### src/rtl/img_scale_seq_if.sv
// Purpose: bundles the host start/config lines and the ROM/RAM strobes of img_scale_seq.
// Latency: none, wires only; every output on it is driven from a register in img_scale_seq.
// Backpressure: stall (RAM not ready) is the only backpressure and flows from master to slave.
// Ports: master drives start, scale_sel, flip_h, flip_v, stall; slave drives ROM_A, ROM_OE,
//        RAM_A, RAM_WE, RAM_OE, busy, done.
interface img_scale_seq_if;
    logic        start;
    logic        scale_sel;
    logic        flip_h;
    logic        flip_v;
    logic        stall;
    logic [13:0] ROM_A;
    logic        ROM_OE;
    logic [15:0] RAM_A;
    logic        RAM_WE;
    logic        RAM_OE;
    logic        busy;
    logic        done;

    modport master (
        output start, scale_sel, flip_h, flip_v, stall,
        input  ROM_A, ROM_OE, RAM_A, RAM_WE, RAM_OE, busy, done
    );

    modport slave (
        input  start, scale_sel, flip_h, flip_v, stall,
        output ROM_A, ROM_OE, RAM_A, RAM_WE, RAM_OE, busy, done
    );
endinterface

### src/rtl/img_scale_seq.sv
// Purpose: walks a 128x128 ROM image into RAM (stride 256) as a 1x copy or 2x nearest-neighbour upscale, with optional mirroring.
// Latency: pixel issued one edge after it is counted; its RAM write follows ROM_LAT accepted edges later.
// Backpressure: stall=1 freezes counters, write pipeline, state and every output; ignored in IDLE and FIN.
// Ports: clk, rst (async, active high); bus (slave side): start/scale_sel/flip_h/flip_v/stall in,
//        ROM_A/ROM_OE/RAM_A/RAM_WE/RAM_OE/busy/done out, all outputs registered.
module img_scale_seq #(
    parameter int ROM_LAT = 1
) (
    input  logic           clk,
    input  logic           rst,
    img_scale_seq_if.slave bus
);

    typedef enum logic [1:0] {IDLE, RUN, DRAIN, FIN} state_t;

    state_t state, state_nxt;

    logic        cfg_scale, cfg_flip_h, cfg_flip_v;
    logic [7:0]  dx, dy, lim;
    logic        row_end, last_px, advance, issue, pipe_empty;
    logic [6:0]  sx, sy;

    // Destination addresses wait here for the ROM data to come back.
    logic [ROM_LAT-1:0]       pipe_vld;
    logic [ROM_LAT-1:0][15:0] pipe_adr;
    // The pipeline extended by the entry being issued this edge: index 0 is the
    // new entry, index ROM_LAT is the one leaving for the RAM output registers.
    logic [ROM_LAT:0]         ext_vld;
    logic [ROM_LAT:0][15:0]   ext_adr;

    always_comb begin
        lim     = cfg_scale ? 8'd255 : 8'd127;
        row_end = (dx == lim);
        last_px = row_end && (dy == lim);
        // 2x upscale repeats each source pixel twice along both axes.
        sx = cfg_scale ? dx[7:1] : dx[6:0];
        sy = cfg_scale ? dy[7:1] : dy[6:0];
        // 127 - s on a 7-bit value is a bitwise invert.
        if (cfg_flip_h) sx = ~sx;
        if (cfg_flip_v) sy = ~sy;
        advance    = !bus.stall;
        issue      = (state == RUN) && advance;
        ext_vld    = {pipe_vld, issue};
        ext_adr    = {pipe_adr, dy, dx};
        pipe_empty = (pipe_vld == '0);
    end

    always_comb begin
        state_nxt = state;
        case (state)
            IDLE:    if (bus.start) state_nxt = RUN;
            RUN:     if (issue && last_px) state_nxt = DRAIN;
            // An empty pipeline at an unstalled edge means the last write is
            // being accepted right now, so the job is complete after this edge.
            DRAIN:   if (advance && pipe_empty) state_nxt = FIN;
            FIN:     state_nxt = IDLE;
            default: state_nxt = IDLE;
        endcase
    end

    always_ff @(posedge clk or posedge rst) begin
        if (rst) state <= IDLE;
        else     state <= state_nxt;
    end

    always_ff @(posedge clk or posedge rst) begin
        if (rst) begin
            cfg_scale  <= 1'b0;
            cfg_flip_h <= 1'b0;
            cfg_flip_v <= 1'b0;
            dx         <= '0;
            dy         <= '0;
            pipe_vld   <= '0;
            pipe_adr   <= '0;
            bus.ROM_A  <= '0;
            bus.ROM_OE <= 1'b0;
            bus.RAM_A  <= '0;
            bus.RAM_WE <= 1'b0;
            bus.RAM_OE <= 1'b0;
            bus.busy   <= 1'b0;
            bus.done   <= 1'b0;
        end else begin
            // Status outputs follow the next state so they are valid from the
            // very edge that accepts the job / enters FIN.
            bus.busy   <= (state_nxt != IDLE);
            bus.RAM_OE <= (state_nxt != IDLE);
            bus.done   <= (state_nxt == FIN);

            if (state == IDLE && bus.start) begin
                cfg_scale  <= bus.scale_sel;
                cfg_flip_h <= bus.flip_h;
                cfg_flip_v <= bus.flip_v;
                dx         <= '0;
                dy         <= '0;
            end

            if (issue) begin
                bus.ROM_A  <= {sy, sx};
                bus.ROM_OE <= 1'b1;
                // Counters park on the final pixel instead of wrapping.
                if (!last_px) begin
                    dx <= row_end ? 8'd0 : dx + 8'd1;
                    if (row_end) dy <= dy + 8'd1;
                end
            end else if (advance) begin
                bus.ROM_OE <= 1'b0;
            end

            if (advance) begin
                pipe_vld   <= ext_vld[ROM_LAT-1:0];
                pipe_adr   <= ext_adr[ROM_LAT-1:0];
                bus.RAM_WE <= ext_vld[ROM_LAT];
                // RAM_A keeps the last written address between strobes.
                if (ext_vld[ROM_LAT]) bus.RAM_A <= ext_adr[ROM_LAT];
            end
        end
    end

endmodule

### src/flat_wrapper.sv
// flat-port wrapper written by rule: the top's interface ports become plain ports
module img_scale_seq_flat 
#(
    parameter int ROM_LAT = 1
)
  (clk, rst, bus_start, bus_scale_sel, bus_flip_h, bus_flip_v, bus_stall, bus_ROM_A, bus_ROM_OE, bus_RAM_A, bus_RAM_WE, bus_RAM_OE, bus_busy, bus_done);
  img_scale_seq_if bus_i ();
  input  logic clk;
  input  logic rst;
  input wire logic [$bits(bus_i.start)-1:0] bus_start;
  input wire logic [$bits(bus_i.scale_sel)-1:0] bus_scale_sel;
  input wire logic [$bits(bus_i.flip_h)-1:0] bus_flip_h;
  input wire logic [$bits(bus_i.flip_v)-1:0] bus_flip_v;
  input wire logic [$bits(bus_i.stall)-1:0] bus_stall;
  output wire logic [$bits(bus_i.ROM_A)-1:0] bus_ROM_A;
  output wire logic [$bits(bus_i.ROM_OE)-1:0] bus_ROM_OE;
  output wire logic [$bits(bus_i.RAM_A)-1:0] bus_RAM_A;
  output wire logic [$bits(bus_i.RAM_WE)-1:0] bus_RAM_WE;
  output wire logic [$bits(bus_i.RAM_OE)-1:0] bus_RAM_OE;
  output wire logic [$bits(bus_i.busy)-1:0] bus_busy;
  output wire logic [$bits(bus_i.done)-1:0] bus_done;
  assign bus_i.start = bus_start;
  assign bus_i.scale_sel = bus_scale_sel;
  assign bus_i.flip_h = bus_flip_h;
  assign bus_i.flip_v = bus_flip_v;
  assign bus_i.stall = bus_stall;
  assign bus_ROM_A = bus_i.ROM_A;
  assign bus_ROM_OE = bus_i.ROM_OE;
  assign bus_RAM_A = bus_i.RAM_A;
  assign bus_RAM_WE = bus_i.RAM_WE;
  assign bus_RAM_OE = bus_i.RAM_OE;
  assign bus_busy = bus_i.busy;
  assign bus_done = bus_i.done;
  img_scale_seq #(.ROM_LAT(ROM_LAT)) u_core (.clk(clk), .rst(rst), .bus(bus_i));
endmodule
### config.mk
export PLATFORM = sky130hd
export DESIGN_NAME = img_scale_seq_flat
export DESIGN_NICKNAME = d
export VERILOG_FILES = /design/src/rtl/img_scale_seq_if.sv /design/src/rtl/img_scale_seq.sv /design/src/flat_wrapper.sv
export SDC_FILE = /design/constraint.sdc
export NUM_CORES = 1
export LEC_CHECK = 0
export CORE_ASPECT_RATIO = 1.75
export CORE_UTILIZATION = 30
export CTS_CLUSTER_DIAMETER = 60
export DETAILED_ROUTE_END_ITERATION = 10
export SLEW_MARGIN = 20
export SYNTH_ARGS = -nofsm -noshare
export SYNTH_HDL_FRONTEND = slang
export SYNTH_SLANG_ARGS = --single-unit
### constraint.sdc
create_clock -name clk -period 4.9 [get_ports clk]
set_input_delay 0.98 -clock clk [delete_from_list [all_inputs] [get_ports clk]]
set_output_delay 0.98 -clock clk [all_outputs]
set_load 0.02 [all_outputs]
After elaboration in Yosys (flattened, before gate mapping)

Cells that the tools add are included.

Add/subtract/negate cells: 2
Eq/ne operators: 7
Mux-type cells: 19
Bitwise gates (word level): 4
Reductions and logical operators: 9

Operators by type and width:

| cell                                           | number |
|---|---|
| two-way mux 8 bit                              | 9 |
| two-way mux 7 bit                              | 4 |
| adder 8 x 1 -> 8 bit (second input constant)   | 2 |
| == test 8 bit                                  | 2 |
| NOT 7 bit                                      | 2 |
| one-hot mux 2 bit (4 select lines)             | 1 |
| == test 2 bit (second input constant)          | 3 |
| two-way mux 2 bit                              | 3 |
| logical AND 1 bit                              | 5 |
| == test 2 x 1 -> 1 bit (second input constant) | 1 |
| zero test 2 bit                                | 1 |
| two-way mux 1 bit                              | 2 |
| != test 2 x 1 -> 1 bit (second input constant) | 1 |
| NOT 1 bit                                      | 2 |
| AND reduction 2 bit                            | 1 |
| nonzero test 2 bit                             | 1 |
| zero test 1 bit                                | 1 |

Register bits: 72
Input port bits: 7
Output and inout bits: 35
Word-level logic and storage cells: 55

Logic depth before layout (Yosys ltp)

Depth in word-level cells: 7
Mapped depth: 6
Depth with buffers taken out: 5

Worst setup path after synthesis

Ideal clock, no wire load.

Path kind: input to register
Start: input bus_stall
End: register u_core.dy[0]
Library setup time: 0.128 ns
Arrival time: 2.270 ns
Data required time: 4.772 ns
Slack: 2.502 ns
Stages: 6
Path buffers: 2
Cells stage by stage: buf_6 or3b_1 buf_6 nor4b_4 nand2_1 mux2i_1

Longest elaborated chain between the ends: 3

RTL lines:

| element                | RTL line             | RTL |
|---|---|---|
| start: declaration     | flat_wrapper.sv:14   | `input wire logic [$bits(bus_i.stall)-1:0] bus_stall;` |
| zero test 1 bit        | img_scale_seq.sv:41  | `advance = !bus.stall;` |
| logical AND 1 bit      | img_scale_seq.sv:42  | `issue = (state == RUN) && advance;` |
| two-way mux 8 bit      | img_scale_seq.sv:97  | `if (issue) begin` |
| end signal: assignment | img_scale_seq.sv:103 | `if (row_end) dy <= dy + 8'd1;` |
| end: declaration       | img_scale_seq.sv:19  | `logic [7:0] dx, dy, lim;` |

No other way between the ends.
A chain may end at the register's enable or synchronous reset.

Worst setup path after layout

Start: input bus_stall
End: register u_core.dy[7]

The elaborated chain is that of the path after synthesis.

==> reports/results.tsv <==
stage	metric	value	unit
global_routing	use_met2	21.6	%
yosys	synth_nets	295	
global_routing	grtUsageMet1	14.5	%
setup_path	start_kind	input pin	
clock_network	cts_buffers	9	
pwr	power_density	512	nW/um^2
global_routing	grtUsageTotal	12.9	%
timing	finalCritPeriodShare	63.0	%
clock_network	root_buffer	clkbuf_16	
routing	wl	6590	um
placed_design	gp_congestion	0.883	
yosys	synth_seq_cells	72	
yosys	synth_top_area_share	54.6	%
job	maxCapViolations	0	
timing	min_period	3090	ps
pwr	p_comb_share	29.2	%
yosys	yosys_warnings	0	
cells_and_area	final_layout_size_suffix_gt1_share	14.9	%
global_routing	use_met3	3.50	%
yosys	postSynthCellCount	286	
timing	setup_viol	0	
setup_path	path_class	input pin to flip-flop	
timing	finClkSkew	4.61	ps
clock_network	clkSlewWorstSetupHoldPaths	50	ps
routing	viasPerCell	4.80	
yosys	synth_area	3300	sq um
clock_network	clk-insertion-delay-late	330	ps
placed_design	portBuffers	41	
routing	drtIter0Drc	125	
cells_and_area	nets	329	
timing	slew_viol_final	0	
timing	max_freq	324	MHz
placed_design	dp_hpwl	4730	um
routing	drt_pre_antenna_iters	4	
clock_network	cts-htree-levels	3	
cells_and_area	fill_cells	1053	
setup_path	r2r-start	u_core.cfg_scale	
yosys	yosys.area.top_type	dfrtp_1	
setup_path	required	5100	ps
floorplan	initial_utilization	30.8	%
routing	wl_per_cell	14.6	um
pwr	sequentialPowerShare	43.5	%
routing	route.vias.total	2175	
floorplan	die_y	141	um
clock_network	cts_sinks	72	
timing	whs	467	ps
global_routing	antenna_found_initial	0	
cells_and_area	final_core_util	37.8	%
pwr	power_frac_clock	27.2	%
global_routing	grt_max_degree	39	
pwr	vdd_ir_drop_max	0.201	mV
floorplan	die_area	11400	sq um
yosys	yosysSeqAreaShare	54.6	%
floorplan	fp.dieW	81.3	um
cells_and_area	n_antenna_cell	0	
pwr	switching_share	32.3	%
yosys	ys_top_cells_by_area	dfrtp_1, mux2_2, mux2i_1, nand2_1, xor2_1	
timing	worst_pin_slew	876	ps
global_routing	grt_pass1_vias	2286	
pwr	internal_power	0.00140	W
timing	slew-limit-headroom	41.6	%
clock_network	cts_tree	yes	
global_routing	overflow	0	
yosys	yosysUniqueCellTypes	38	
floorplan	rows	50	
pwr	netSwitchingPower	0.000669	W
pwr	p_total	0.00207	W
hold_path	hold_path.startpoint	u_core.pipe_vld	
pwr	cellLeakagePower	1.87	nW
clock_network	cts_buffer_depth	2	
setup_path	path_max_fanout	37	
setup_path	critical_path_arrival	3290	ps
setup_path	worst_setup_path_end_kind	flip-flop	
routing	ant_nets	0	
yosys	avgSynthCellArea	11.5	sq um
floorplan	ios	42	
timing	final.setup.tns	0	ps
global_routing	grt_busiest_layer	met2	
hold_path	hold_class	flip-flop to flip-flop	
clock_network	ctsResizeCount	0	
setup_path	cp-startpoint	bus_stall	
cells_and_area	syn_to_final_growth	22.6	%
floorplan	fp.coreArea	10700	sq um
clock_network	cts_setup_buffers	0	
global_routing	grt_pass1_wl	11100	um
routing	drc	0	
status	status	finished clean	
timing	grt_setup_unrepaired	false	
clock_network	hold_buffers	0	
timing	hold_violations	0	
[area by class of cell]
class	instances	area, sq um	share of cell area [%]
clock buffer	13	250	6.19
clock inverter	1	5.00	0.124
inverter	5	18.8	0.464
multi-input combinational	188	1370	34.0
sequential	72	1800	44.5
tap	130	163	4.02
timing repair buffer	44	433	10.7
[power groups by stage]
stage / combinational, W / clock (W) / sequential [W]
2_1_floorplan: 0.000369 / 0 / 0.000913
3_3_place_gp: 0.000607 / 0 / 0.000913
3_5_place_dp: 0.000615 / 0 / 0.000918
4_1_cts: 0.000617 / 0.000582 / 0.000906
5_1_grt: 0.000659 / 0.000603 / 0.000927
6_report: 0.000605 / 0.000565 / 0.000903
[sequential cells by signal, summed over array words and instances, names as in the netlist]
name / flops
u_core.state: 2
u_core.bus.RAM_OE: 1
u_core.bus.done: 1
u_core.bus.RAM_A: 16
u_core.pipe_adr: 16
u_core.bus.RAM_WE: 1
u_core.bus.ROM_A: 14
u_core.pipe_vld: 1
u_core.bus.ROM_OE: 1
u_core.cfg_scale: 1
u_core.cfg_flip_h: 1
u_core.dy: 8
u_core.cfg_flip_v: 1
u_core.dx: 8
[synth_stat cells, drive strengths merged]
master,number
a22o,1
mux2,31
o31ai,2
o311a,1
o21a,2
dfrtp,72
nor4b,1
a41oi,1
inv,5
nand2b,5
a32o,1
nand4,4
ha,2
clkbuf,11
or3,1
and4,1
or3b,1
and2,1
xor2,14
a211o,2
o21ai,19
nand2,41
buf,10
mux2i,22
a221o,1
and3,8
nor3,4
xnor2,3
nor2,2
o31a,2
nand3,7
nor2b,1
a21o,1
a21oi,4
nor4,2
[through the flow]
step           setup slack, ps  instances  instance area [sq um]
2_1_floorplan             2100        286                   3300
3_5_place_dp              1350        439                   3790
5_1_grt                   1630        453                   4050
6_report                  1810        453                   4050
4_1_cts                   1700        453                   4050
3_3_place_gp              1390        439                   3790
[worst max-delay path, stage by stage]
cell,delay (ps)
clkdlybuf4s50_1,390
buf_4,230
or3b_2,790
nor4b_4,550
nand4_1,180
mux2i_1,160
[routing by layer]
metal | wire (um) | vias up | share of wire [%]
met5 | 0 | - | 0
li1 | - | 1061 | -
met4 | 147 | 0 | 2.2
met3 | 195 | 11 | 3.0
met2 | 3500 | 35 | 53
met1 | 2750 | 1068 | 42
[placed cells by master, fill, tap and decap left out, drive strengths merged, types with 5 or more instances in the layout]
master | netlist | layout
o21ai | 19 | 19
clkdlybuf4s50 | 0 | 41
nand2b | 5 | 5
mux2i | 22 | 22
dfrtp | 72 | 72
and3 | 8 | 8
inv | 5 | 5
nand2 | 41 | 41
mux2 | 31 | 31
clkbuf | 11 | 13
xor2 | 14 | 14
nand3 | 7 | 7
[logic make-up (layout without fill, tap and decap cells)]
kind of cell    after synthesis  after routing  synth area share, %
simple gates                 79             79                 12.0
flops                        72             72                 54.6
mux                          53             53                 17.3
compound gates               37             37                 7.13
buf+inv                      26             63                 3.72
xor+xnor                     17             17                 4.51
fa+ha+maj                     2              2                0.759
[final timing paths]
| check | cells past startpoint | slack, ps | endpoint |
|---|---|---|---|
| setup reg to reg | 4 | 2220 | u_core.dx[0] |
| hold / removal | 1 | 470 | u_core.bus.done |
| hold reg to reg | 1 | 470 | u_core.bus.done |
| min in group asynchronous | 2 | 1100 | u_core.bus.RAM_A[15] |
| max in group asynchronous | 3 | 2870 | u_core.bus.ROM_A[9] |
| setup / recovery | 6 | 1810 | u_core.dy[7] |
(Power assumes the default switching activity.)
